<file path="config.mk">
export PLATFORM = sky130hd
export DESIGN_NAME = ddr_4ch_arbiter
export DESIGN_NICKNAME = d
export VERILOG_FILES = /design/src/rtl/ddr_4ch_arbiter.sv
export SDC_FILE = /design/constraint.sdc
export NUM_CORES = 1
export LEC_CHECK = 0
export ABC_AREA = 0
export CORE_ASPECT_RATIO = 1.5
export CORE_MARGIN = 2
export CORE_UTILIZATION = 53
export CTS_BUF_LIST = sky130_fd_sc_hd__clkbuf_4
export CTS_CLUSTER_SIZE = 14
export DETAILED_ROUTE_END_ITERATION = 6
export GPL_TIMING_DRIVEN = 0
export HOLD_SLACK_MARGIN = 0.06
export PLACE_DENSITY = 0.78
export SLEW_MARGIN = 20
export SYNTH_ARGS = -nofsm -noshare
export SYNTH_HDL_FRONTEND = slang
export SYNTH_SLANG_ARGS = --single-unit
</file>
<file path="constraint.sdc">
create_clock -name clk -period 4.3 [get_ports clk]
set_input_delay 0.43 -clock clk [delete_from_list [all_inputs] [get_ports clk]]
set_output_delay 0.43 -clock clk [all_outputs]
set_load 0.01 [all_outputs]
</file>
<file path="src/rtl/ddr_4ch_arbiter.sv">
// Round-robin arbiter sharing one DDR command port between two frame-buffer writers
// and two readers, with per-channel double-buffered frame addressing.
module ddr_4ch_arbiter #(
    parameter int unsigned       BURST_LEN   = 64,
    parameter int unsigned       FRAME_WORDS = 393216,
    parameter int unsigned       ADDR_W      = 24,
    parameter logic [ADDR_W-1:0] CH0_BASE    = '0,
    parameter logic [ADDR_W-1:0] CH1_BASE    = 24'h100000
) (
    input  logic              clk,
    input  logic              rst,
    input  logic              ddr_init_done,
    input  logic [3:0]        req_in,
    input  logic              vin1_fs,
    input  logic              vin2_fs,
    input  logic              vout_fs,
    output logic              cmd_valid,
    input  logic              cmd_ready,
    output logic              cmd_wr,
    output logic [ADDR_W-1:0] cmd_addr,
    output logic [7:0]        cmd_len,
    input  logic              cmd_done,
    output logic [3:0]        grant,
    output logic [1:0]        wr_frame_done
);

    localparam int unsigned OFF_W  = 20;
    localparam int unsigned OFFX_W = OFF_W + 1;
    localparam logic [OFFX_W-1:0] BURST_INC = OFFX_W'(BURST_LEN);
    localparam logic [OFFX_W-1:0] FRAME_CMP = OFFX_W'(FRAME_WORDS);

    typedef enum logic [1:0] {IDLE, CMD, WAIT} state_t;

    state_t                   state_q, state_d;
    logic [1:0]               rr_last, rr_last_d;
    logic [3:0][OFF_W-1:0]    offset, offset_d;
    logic [3:0][OFFX_W-1:0]   off_inc;
    logic [3:0]               off_full;
    logic [3:0]               pend, pend_d;
    logic [1:0]               wr_bank, wr_bank_d;
    logic [1:0]               last_done_bank, last_done_bank_d;
    logic [1:0]               rd_bank, rd_bank_d;
    logic [1:0]               rd_full, rd_full_d;
    logic [1:0]               wr_frame_done_d;
    logic                     cmd_valid_d, cmd_wr_d;
    logic [ADDR_W-1:0]        cmd_addr_d, win_addr;
    logic [3:0]               grant_d;

    logic [3:0] elig, fs_vec, fs_now, own_done, own_busy, apply_fs, apply_inc;
    logic [1:0] win_idx, cand, busy_idx;
    logic       win_found, win_bank, launch, done_evt, busy_any;

    assign cmd_len = 8'(BURST_LEN);

    assign elig     = req_in & ~{rd_full, wr_frame_done};
    assign launch   = (state_q == IDLE) && ddr_init_done && win_found;
    assign done_evt = (state_q == WAIT) && cmd_done;

    // A channel counts as busy from the cycle it wins until its cmd_done.
    assign busy_any = launch || (state_q != IDLE);
    assign busy_idx = launch ? win_idx : rr_last;
    assign own_busy = busy_any ? (4'b0001 << busy_idx) : 4'b0000;
    assign own_done = done_evt ? (4'b0001 << rr_last) : 4'b0000;

    // Frame starts hit idle channels at once; busy ones wait for their cmd_done.
    assign fs_vec    = {vout_fs, vout_fs, vin2_fs, vin1_fs};
    assign fs_now    = fs_vec | pend;
    assign apply_fs  = (own_done & fs_now) | (~own_busy & fs_vec);
    assign apply_inc = own_done & ~fs_now;
    assign pend_d    = own_busy & ~own_done & fs_now;

    // Round-robin search starting after the last winner.
    always_comb begin
        win_found = 1'b0;
        win_idx   = rr_last;
        cand      = 2'd0;
        for (int i = 1; i <= 4; i++) begin
            cand = 2'(rr_last + 2'(i));
            if (!win_found && elig[cand]) begin
                win_found = 1'b1;
                win_idx   = cand;
            end
        end
        win_bank = win_idx[1] ? rd_bank[win_idx[0]] : wr_bank[win_idx[0]];
        win_addr = (win_idx[0] ? CH1_BASE : CH0_BASE)
                 + (win_bank ? ADDR_W'(FRAME_WORDS) : ADDR_W'(0))
                 + ADDR_W'(offset[win_idx]);
    end

    always_comb begin
        state_d     = state_q;
        rr_last_d   = rr_last;
        cmd_valid_d = cmd_valid;
        cmd_wr_d    = cmd_wr;
        cmd_addr_d  = cmd_addr;
        grant_d     = grant;
        case (state_q)
            IDLE: begin
                cmd_valid_d = 1'b0;
                grant_d     = 4'b0000;
                if (launch) begin
                    state_d     = CMD;
                    rr_last_d   = win_idx;
                    cmd_valid_d = 1'b1;
                    cmd_wr_d    = ~win_idx[1];
                    cmd_addr_d  = win_addr;
                    grant_d     = 4'b0001 << win_idx;
                end
            end
            CMD: begin
                if (cmd_ready) begin
                    state_d     = WAIT;
                    cmd_valid_d = 1'b0;
                end
            end
            WAIT: begin
                if (cmd_done) begin
                    state_d = IDLE;
                    grant_d = 4'b0000;
                end
            end
            default: begin
                state_d     = IDLE;
                cmd_valid_d = 1'b0;
                grant_d     = 4'b0000;
            end
        endcase
    end

    // Offset, bank and frame-full bookkeeping.
    always_comb begin
        offset_d         = offset;
        wr_bank_d        = wr_bank;
        last_done_bank_d = last_done_bank;
        rd_bank_d        = rd_bank;
        rd_full_d        = rd_full;
        wr_frame_done_d  = wr_frame_done;
        off_inc          = '0;
        off_full         = '0;
        for (int k = 0; k < 4; k++) begin
            off_inc[k]  = {1'b0, offset[k]} + BURST_INC;
            off_full[k] = (off_inc[k] >= FRAME_CMP);
            if (apply_fs[k]) begin
                offset_d[k] = '0;
            end else if (apply_inc[k]) begin
                offset_d[k] = off_inc[k][OFF_W-1:0];
            end
        end
        for (int c = 0; c < 2; c++) begin
            if (apply_fs[c]) begin
                wr_frame_done_d[c] = 1'b0;
                wr_bank_d[c]       = ~wr_bank[c];
            end else if (apply_inc[c] && off_full[c]) begin
                wr_frame_done_d[c]  = 1'b1;
                last_done_bank_d[c] = wr_bank[c];
            end
            if (apply_fs[c+2]) begin
                rd_full_d[c] = 1'b0;
                rd_bank_d[c] = last_done_bank[c];
            end else if (apply_inc[c+2] && off_full[c+2]) begin
                rd_full_d[c] = 1'b1;
            end
        end
    end

    always_ff @(posedge clk) begin
        if (rst) begin
            state_q        <= IDLE;
            rr_last        <= 2'd3;
            offset         <= '0;
            pend           <= '0;
            wr_bank        <= 2'b00;
            last_done_bank <= 2'b11;
            rd_bank        <= 2'b11;
            rd_full        <= 2'b00;
            wr_frame_done  <= 2'b00;
            cmd_valid      <= 1'b0;
            cmd_wr         <= 1'b0;
            cmd_addr       <= '0;
            grant          <= 4'b0000;
        end else begin
            state_q        <= state_d;
            rr_last        <= rr_last_d;
            offset         <= offset_d;
            pend           <= pend_d;
            wr_bank        <= wr_bank_d;
            last_done_bank <= last_done_bank_d;
            rd_bank        <= rd_bank_d;
            rd_full        <= rd_full_d;
            wr_frame_done  <= wr_frame_done_d;
            cmd_valid      <= cmd_valid_d;
            cmd_wr         <= cmd_wr_d;
            cmd_addr       <= cmd_addr_d;
            grant          <= grant_d;
        end
    end

endmodule
</file>
# Yosys cells after proc, flatten, opt, wreduce, memory -nomap -nowiden

Cells that the tools add are included.

Output and inout port bits: 40
Bits of input ports: 12
Word-level logic and storage cells: 131
Register bits after elaboration: 128

Shift-type cells: 3
Add/subtract/negate cells: 9
Muxes and demuxes: 38
Order comparisons: 10
Eq/ne operators: 5
Reductions and logical operators: 26
Bitwise operators: 19

Operators by type and width:

| cell                    | number |
|---|---|
| $add A20 B7 Y21 const B | 4 |
| $ge A21 B19 Y1 const B  | 4 |
| $bmux W20 S2            | 1 |
| $and A4 B4 Y4           | 6 |
| $add A22 B20 Y23        | 1 |
| $add A21 B19 Y22        | 1 |
| $mux W21                | 1 |
| $mux W20                | 1 |
| $mux W19                | 1 |
| $mux W2                 | 8 |
| $mux W4                 | 4 |
| $not A4 Y4              | 4 |
| $lt A2 B3 Y1 const B    | 5 |
| $mux W1                 | 15 |
| $pmux W4 S3             | 1 |
| $shl A1 B2 Y4 const A   | 3 |
| $logic_and A1 B1 Y1     | 10 |
| $reduce_and A2 Y1       | 5 |
| $bmux W1 S2             | 4 |
| $or A4 B4 Y4            | 2 |
| $reduce_or A2 Y1        | 4 |
| $not A1 Y1              | 7 |
| $ne A2 B2 Y1 const B    | 3 |
| $pmux W2 S3             | 1 |
| other kinds (11)        | 14 |

# Depth between registers and ports, before layout

Gate-level depths: netlist (run 1).

Word-level depth: 23
Mapped depth: 16
Mapped depth without buffers: 14

# Worst setup path before layout (run 1)

No wires, ideal clock.

Path type: register to register
Start: register rr_last[0]
End: register cmd_addr[21]
Setup time: 0.071 ns
Setup slack: 0.278 ns
Clock period less this slack: 4.022 ns
Buffers on the path: 2
Arrival time: 3.952 ns
Cell stages (with the launch flop): 14
Data required time: 4.229 ns
Cell sequence: dfxtp_1 > buf_2 > inv_2 > ha_1 > mux4_2 > a211oi_4 > xnor2_2 > buf_2 > mux4_2 > ha_1 > inv_1 > fa_1 > or4_1 > a21oi_1

Cells in the longest elaborated chain, start to end: 19
Elaborated cells between the ends (all ways): 38
Those cells by class: add/sub: 5; mux: 25; reduce/logical: 8

Ends and longest elaborated chain:

| what                                        | line | source |
|---|---|---|
| start, declared                             | 35   | `logic [1:0] rr_last, rr_last_d;` |
| start signal, assigned                      | 183  | `rr_last <= rr_last_d;` |
| $add A2 B1 Y2                               | 78   | `cand = 2'(rr_last + 2'(i));` |
| $bmux W1 S2                                 | 79   | `if (!win_found && elig[cand]) begin` |
| $mux W1 (not written as such)               | 79   |  |
| $mux W1                                     | 79   |  |
| $logic_not A1 Y1                            | 79   |  |
| $logic_and A1 B1 Y1                         | 79   |  |
| $mux W1                                     | 79   |  |
| $logic_not A1 Y1                            | 79   |  |
| [... 2 more ...]                            | --   |  |
| $logic_not A1 Y1                            | 79   |  |
| $logic_and A1 B1 Y1                         | 79   |  |
| $mux W2                                     | 79   |  |
| $mux W1 (not written as such) (2 in series) | 84   | `win_bank = win_idx[1] ? rd_bank[win_idx[0]] : wr_bank[win_idx[0]];` |
| $mux W1                                     | 84   |  |
| $mux W19                                    | 86   | `+ (win_bank ? ADDR_W'(FRAME_WORDS) : ADDR_W'(0))` |
| $add A21 B19 Y22                            | 86   |  |
| $add A22 B20 Y23                            | 87   | `+ ADDR_W'(offset[win_idx]);` |
| end signal, assigned                        | 193  | `cmd_addr <= cmd_addr_d;` |
| end, declared                               | 20   | `output logic [ADDR_W-1:0] cmd_addr,` |

Several ways; a longest one is shown, not always the timed one. The select of a mux whose other input is x is not followed.
A chain may end at the register's enable or synchronous reset.

# Worst setup path after layout (run 1)

Ends and elaborated chain as after synthesis.

==> results summary, run 1 <==
The die boundary height is 123.8 microns. The worst hold slack across all endpoints came out at 0.4662 ns. The post-detailed-route via-to-cell ratio is 5.805. The final wirelength is 12680 microns. The total of fill cells in the finished design came out at 801. Leaving out fill and tap cells, the most frequent cell in the layout is nor2_1. The worst setup path is captured at a flip-flop. The number of CTS-inserted buffers is 9.

The worst min-delay path class is flip-flop to flip-flop. The number of failing hold endpoints at the final stage is 0. The number of vias after detailed routing is 4487.

The post-synthesis cell count came out at 596. The number of routed nets with antenna violations is 0. CTS built an H-tree with a depth of 3. The most used flip-flop cell after synthesis is dfxtp_1. The first global-routing pass estimated 20520 microns of wire. The final count of negative-setup-slack endpoints came out at 0. The worst setup path is of the flip-flop to flip-flop kind. Once the floorplan was initialized, standard cells occupied 54.79% of the core. The worst register-to-register path begins at rr_last[0]. The count of hold-fix buffers inserted at cts came out at 0. The final cell area excluding filler cells came out at 0.005764 sq mm. The number of warnings reported in the yosys synthesis log is 0. The first-pass detailed-route iteration total is 5. Clock-pin slew was measured on the worst setup and hold paths at 0.14 ns.

The maximum frequency from static timing analysis came out at 241.0 MHz. For the pin with the worst max-slew slack, the measured transition is 0.9487 ns. The area taken by multi-input logic gates came out at 0.002950 sq mm. The number of antenna violations at the first check in global routing is 1. The largest net degree at the start of global routing came out at 14. The share of synthesized registers carrying an async set or reset came out at 0%. The distinct cell type count after synthesis is 54. Data on the critical path arrives at its endpoint at 4.57 ns. The accumulated negative setup slack came out at 0 ns. The worst setup timing slack at the placement stage is -0.2210 ns. The synthesized area divided by synthesized cell count is 8.506 sq um.

The average detailed-routed wire length per instance is 16.41 microns. The placed wire-length estimate after detailed placement came out at 9454 microns. For this design the ratio of total power to cell area is 299.9 mW/mm^2. The number of global-route vias before repair is 4292. Sequential cells were found to cover 37.91% of the synthesized design area. The sum of overflow across all layers after global routing is 0. The quantity of I/O buffers inserted on ports is 35.

The worst path uses 96.51% of the clock period. Setup slack closes at 0.1500 ns. The worst setup skew after layout is 0.01641 ns. The number of enable flip-flop cells after synthesis is 0. The post-synth design cell area is 0.005070 sq mm. The worst hold path begins at cmd_addr[21]. The iteration-0 DRC count of the detailed router is 294. The total global routing track utilization came out at 25.19%.

The worst supply voltage drop on vdd came out at 0.2081 mV. STA classifies the critical path startpoint as a flip-flop. Of all nets on the critical path, the largest fanout is 10.

The placeable core region is 0.009254 sq mm. The insertion delay of the later-clocked pin in the worst-skew pair is 0.48 ns. The CTS sink count is 96. The boundary pin count is 52. The floorplan die width is 83.86 microns. The ratio of cells with drive above 1 in the final layout came out at 10.45%. The number of core rows is 43.

TritonCTS built the clock tree. STA puts the critical path data required time at 4.72 ns. The instance area at placement is 0.005613 sq mm. The minimum clock period is 4.150 ns. The die area is 0.01038 sq mm. The first element of the critical path is rr_last[0]. From synthesis to final layout, the design area changed by 13.70%. The maximum clock path buffer count came out at 2. In this run, synthesis produced a sequential element count of 96.

The number of maximum-capacitance constraint violations is 0. The routability-driven placement congestion ratio is 0.9169. The post-layout net count is 683.

The top cell types in the final layout, fill and taps aside, are 100 x nor2_1, 96 x dfxtp_1, 69 x nand2_1. The sequential standard cell area came out at 0.001922 sq mm. The run finished with clean final reports.

The leakage power came out at 2.042 nW. Measured against its own limit, the worst slew margin works out to 35.93%. The cell sitting at the root of the clock tree is a clkbuf_4.

The DRC violations left is 0. The max-slew violation count is 0.
[cells in the mapped netlist (8+ instances only)]
cell / number / area share (%)
dfxtp_1: 96 / 38
clkbuf_1: 18 / 1.3
ha_1: 12 / 3.0
xnor2_1: 31 / 5.4
nand3_1: 23 / 2.3
nor3_1: 16 / 1.6
o21ai_0: 8 / 0.79
nand4_1: 15 / 1.9
a31oi_1: 8 / 0.99
xor2_1: 25 / 4.3
mux4_2: 15 / 6.7
nor2_1: 101 / 7.5
inv_1: 14 / 1.0
nand2_1: 69 / 5.1
nand2b_1: 8 / 0.99
buf_4: 16 / 2.4
a21oi_1: 29 / 2.9
[per-stage QoR]
stage / utilization, % / cells / total power [mW]
floorplan: - / 610 / 1.209
global placement: 60.65 / 757 / 1.301
detailed placement: 60.65 / 757 / 1.310
CTS: 61.70 / 770 / 1.700
global route: 62.29 / 773 / 1.800
finish: 62.29 / 773 / 1.728
[state kept, by name, indices dropped and copies added (netlist names), 2 cells and up]
signal and flops:
cmd_addr 16, offset 56, rr_last 2, rd_bank 2
wr_bank 2, rd_full 2, wr_frame_done 2, grant 4
pend 4, state_q 2, last_done_bank 2
[final cells by class]
cell class / instances / share of cell area, %
Tap cell: 112 / 2.431
Multi-Input combinational cell: 458 / 51.18
Inverter: 15 / 0.9768
Buffer: 40 / 4.037
Timing Repair Buffer: 38 / 6.468
Antenna cell: 1 / 0.04341
Clock inverter: 3 / 0.2171
Sequential cell: 96 / 33.34
Clock buffer: 10 / 1.302
[repair_timing]
action | in CTS | in global routing
hold endpoints to repair | 0 | 0
pin swaps | 1 | 2
endpoints found under the setup margin | 3 | 2
buffers inserted | 1 | 2
resized for setup | 2 | 9
[per-layer routing]
metal | GRT usage, % | part of all wire (%)
met1 | 27.41 | 38
met2 | 46.55 | 52
met3 | 4.109 | 5.0
met4 | 13.91 | 5.1
met5 | 0 | 0
[power by group]
part           internal (mW)  total [mW]  switching (mW)
registers              0.909       0.924          0.0154
clock network          0.112       0.398           0.286
logic                  0.175       0.406           0.231
total                   1.20        1.73           0.532
[cell families (layout without fill, tap and decap cells)]
kind of cell	Yosys count	in the layout	share of synthesized area, %
AND/OR/NAND/NOR	273	273	24.93
flip-flops	96	96	37.91
AO/OA/AOI/OAI	76	76	9.897
XOR/XNOR	57	57	9.995
buffers and inverters	56	106	5.503
multiplexers	23	23	8.267
adder cells (fa/ha/maj)	13	13	3.356
other	2	17	0.1481
[worst max-delay path, cell delays in order, from the launching register on]
cell	delay [ns]
dfxtp_1	0.40
clkbuf_4	0.23
inv_2	0.14
ha_1	0.39
mux4_2	0.56
a211oi_4	0.29
buf_4	0.19
xnor2_4	0.09
buf_8	0.16
mux4_2	0.34
ha_1	0.16
inv_1	0.05
fa_1	0.39
or4_1	0.56
a21oi_1	0.15
[worst paths after layout]
kind | to | slack [ns] | depth (start not counted)
max | cmd_addr[21] | 0.15 | 14
min | cmd_addr[21] | 0.47 | 2
max reg2reg | cmd_addr[21] | 0.15 | 14
min reg2reg | cmd_addr[21] | 0.47 | 2
Note: power is estimated with default switching activity, not from simulation.
==> run 2, diff against run 1 <==
- CORE_UTILIZATION: 53 -> 59
- PLACE_DENSITY: 0.78 -> 0.82
- clock period: 4.3 -> 4.1 ns (I/O delays scaled with it)
==> results summary, run 2 (synthesis gave the netlist of run 1 again) <==
The post-layout net count came out at 683 (unchanged). The maximum clock path buffer count is 2 (unchanged). The longest individual stage delay on the worst path was 0.54 ns (-0.02 ns). The die boundary height is 117.5 microns (-5.1%). The worst min-delay path class is flip-flop to flip-flop.

The insertion delay of the later-clocked pin in the worst-skew pair came to 0.47 ns (about the same). The top cell types in the final layout, fill and taps aside, are 100 x nor2_1, 96 x dfxtp_1, 69 x nand2_1. The number of vias after detailed routing was 4491 (+0.089%). In this run the critical register-to-register path is captured at cmd_addr[21]. The total power per unit cell area came out at 338.2 mW/mm^2 (+13%). The largest registers in the layout are offset (56), cmd_addr (16). The average detailed-routed wire length per instance came out at 16.87 microns (+2.8%). The total global routing track utilization came out at 28.03% (+2.8 points).

The transition time of the tightest slew-check pin came out at 1.022 ns (+0.07286 ns). The worst setup timing slack at the placement stage is -0.4297 ns (-0.2088 ns). The minimum clock period was 3.998 ns (-0.1524 ns). The sum of overflow across all layers after global routing is 0 (unchanged). The starting density of the core came to 60.63% (+5.8 points). The worst supply voltage drop on vdd came out at 0.2213 mV (+6.3%). The nature of the critical path endpoint is a flip-flop. The post-detailed-route via-to-cell ratio is 5.832 (+0.48%). The global-route wire length before repair is 20470 microns (-0.27%).

The worst setup skew after layout came to 0.01552 ns (-0.0008885 ns). The number of core rows was 41 (-4.7%). The peak fanout along the critical path is 10 (unchanged). TritonCTS built the clock tree. The count of hold-fix buffers inserted at cts is 0 (unchanged). The number of cells in the design after placement came to 752 (-0.66%). The first-pass detailed-route iteration total is 5 (unchanged). In this run the critical register-to-register path is launched from rr_last[0].

The required arrival time at the worst endpoint is 4.51 ns (-0.21 ns). The CTS sink count came to 96 (unchanged). The relative slew slack came out at 31.01% (-4.9 points). The iteration-0 DRC count of the detailed router came out at 311 (+5.8%). The library cell used most frequently in the layout, excluding fill and tap cells, is nor2_1. The number of maximum-capacitance constraint violations was 0 (unchanged). The largest net degree at the start of global routing is 17 (+3). The hold path startpoint is cmd_addr[15]. The end-of-flow core utilization came out at 69.88% (+7.6 points). The max-slew violation count came out at 0 (unchanged). The critical path is of the flip-flop to flip-flop type. The number of CTS-inserted buffers came out at 9 (unchanged). The worst endpoint data arrival time is 4.41 ns (-0.16 ns).

The clock input transition at the sequential cells of the worst setup and hold paths is 0.14 ns (about the same). The final count of negative-setup-slack endpoints is 0 (unchanged). The number of cells on the worst reg-to-reg path came out at 14 (unchanged). The placeable core region came out at 0.008362 sq mm (-9.6%). The placed wire-length estimate after detailed placement is 9737 microns (+3.0%).

The DRC violations left is 0 (unchanged). The endpoint with the worst hold slack is cmd_addr[15]. The antenna diode count is 0 (-1). The portion of the clock cycle consumed by the worst path in the final layout is 97.50% (+0.99 points).

More flip-flops sit in one register than any other, and that register is offset. The floorplan die width came out at 79.69 microns (-5.0%). The hold-critical path depth is 2 (unchanged).

The number of global-route vias before repair came out at 4325 (+0.77%). The maximum frequency from static timing analysis came out at 250.2 MHz (+3.8%). The die area came out at 0.009365 sq mm (-9.8%). The signal on the critical path passes through buf_4 -> inv_2 -> ha_4 -> mux4_2 -> a211oi_4 -> buf_4 -> xnor2_4 -> buf_8 -> mux4_2 -> ha_1 -> inv_1 -> fa_1 -> or4_1 -> a21oi_1. The number of H-tree levels is 3 (unchanged). The leakage power came to 2.071 nW (+1.4%). STA classifies the critical path startpoint as a flip-flop. The routability-driven placement congestion ratio is 0.9437 (+2.9%). The master cell of the clock root buffer is clkbuf_4. The final wirelength came to 12990 microns (+2.4%).

The quantity of I/O buffers inserted on ports is 35 (unchanged). The slowest stage of the critical path belongs to the cell or4_1. The flow ran to the end, and the final reports show no timing, DRC or antenna violations. The number of routed nets with antenna violations came out at 0 (unchanged).

The ratio of cells with drive above 1 in the final layout is 11.31% (+0.86 points). The number of antenna violations at the first check in global routing is 0 (-1). The area growth from synthesis to layout is 15.25%. The slack of the critical path came out at 0.1024 ns (-0.04760 ns). The number of flip-flops in the largest register came out at 56 (unchanged).

The number of failing hold endpoints at the final stage is 0 (unchanged). The non-filler instance count after layout is 770 (-0.39%). The register-to-register setup slack is 0.10 ns (-0.05 ns).

The boundary pin count came out at 52 (unchanged).
==> run 2: changes by cell type in the layout (fill, tap and decap cells not counted), moves of 2 or more <==
cell	before	now
clkbuf_4	11	9
clkinvlp_4	0	2
bufinv_16	0	2
clkinv_1	2	0
==> run 2: per-layer routing <==
metal / up-vias / share of wire, % / global-route usage (%)
li1: 2148 / - / -
met1: 2134 / 39 / 30.53
met2: 165 / 52 / 49.63
met3: 44 / 4.3 / 5.675
met4: 0 / 5.1 / 14.87
met5: - / 0 / 0
==> run 2: layout make-up <==
class / count / area, sq um
Multi-Input combinational cell: 458 / 2964
Fill cell: 664 / 2519
Sequential cell: 96 / 1922
Timing Repair Buffer: 38 / 372.9
Buffer: 40 / 232.7
Tap cell: 107 / 133.9
Clock inverter: 7 / 93.84
Clock buffer: 9 / 67.56
Inverter: 15 / 56.30
==> run 2: how the worst max path moves through the flow <==
stage	start	slack [ns]	to	depth (start not counted)
floorplan	rr_last[0]	0.08	cmd_addr[21]	13
global placement	rr_last[0]	-0.30	cmd_addr[21]	13
detailed placement	rr_last[0]	-0.43	cmd_addr[21]	13
CTS	rr_last[0]	0.01	cmd_addr[21]	13
global route	rr_last[0]	-0.01	cmd_addr[21]	14
finish	rr_last[0]	0.10	cmd_addr[21]	14
==> run 2: power by group <==
group	switching [mW]	internal [mW]	total (mW)	leakage, nW
registers	0.0155	0.954	0.969	0.776
clock network	0.324	0.247	0.571	0.0823
logic	0.249	0.187	0.436	1.21
==> run 2: timing repair <==
item,4_1_cts,5_1_grt
buffers inserted,1,2
endpoints found under the setup margin,4,2
resized for setup,8,3
gates cloned,0,0
pin swaps,1,2
==> run 2: through the flow <==
step	power, mW	hold WS [ns]	setup TNS [ns]	instance area (sq um)
6_report	1.976	0.4758	0	5843
5_1_grt	2.055	0.4929	-0.009905	5843
4_1_cts	1.961	0.4730	0	5807
3_5_place_dp	1.378	0.4537	-1.119	5607
3_3_place_gp	1.366	0.4484	-0.6474	5607
2_1_floorplan	1.268	0.4397	0	5122
==> run 2: critical path, delay by kind of cell, from the launching register on <==
kind            cells  cell delay (ns)
buf+inv             5             0.73
compound gates      2             0.45
simple gates        1             0.54
flops               1             0.39
xor+xnor            1             0.08
mux                 2             0.86
fa+ha+maj           3             0.87
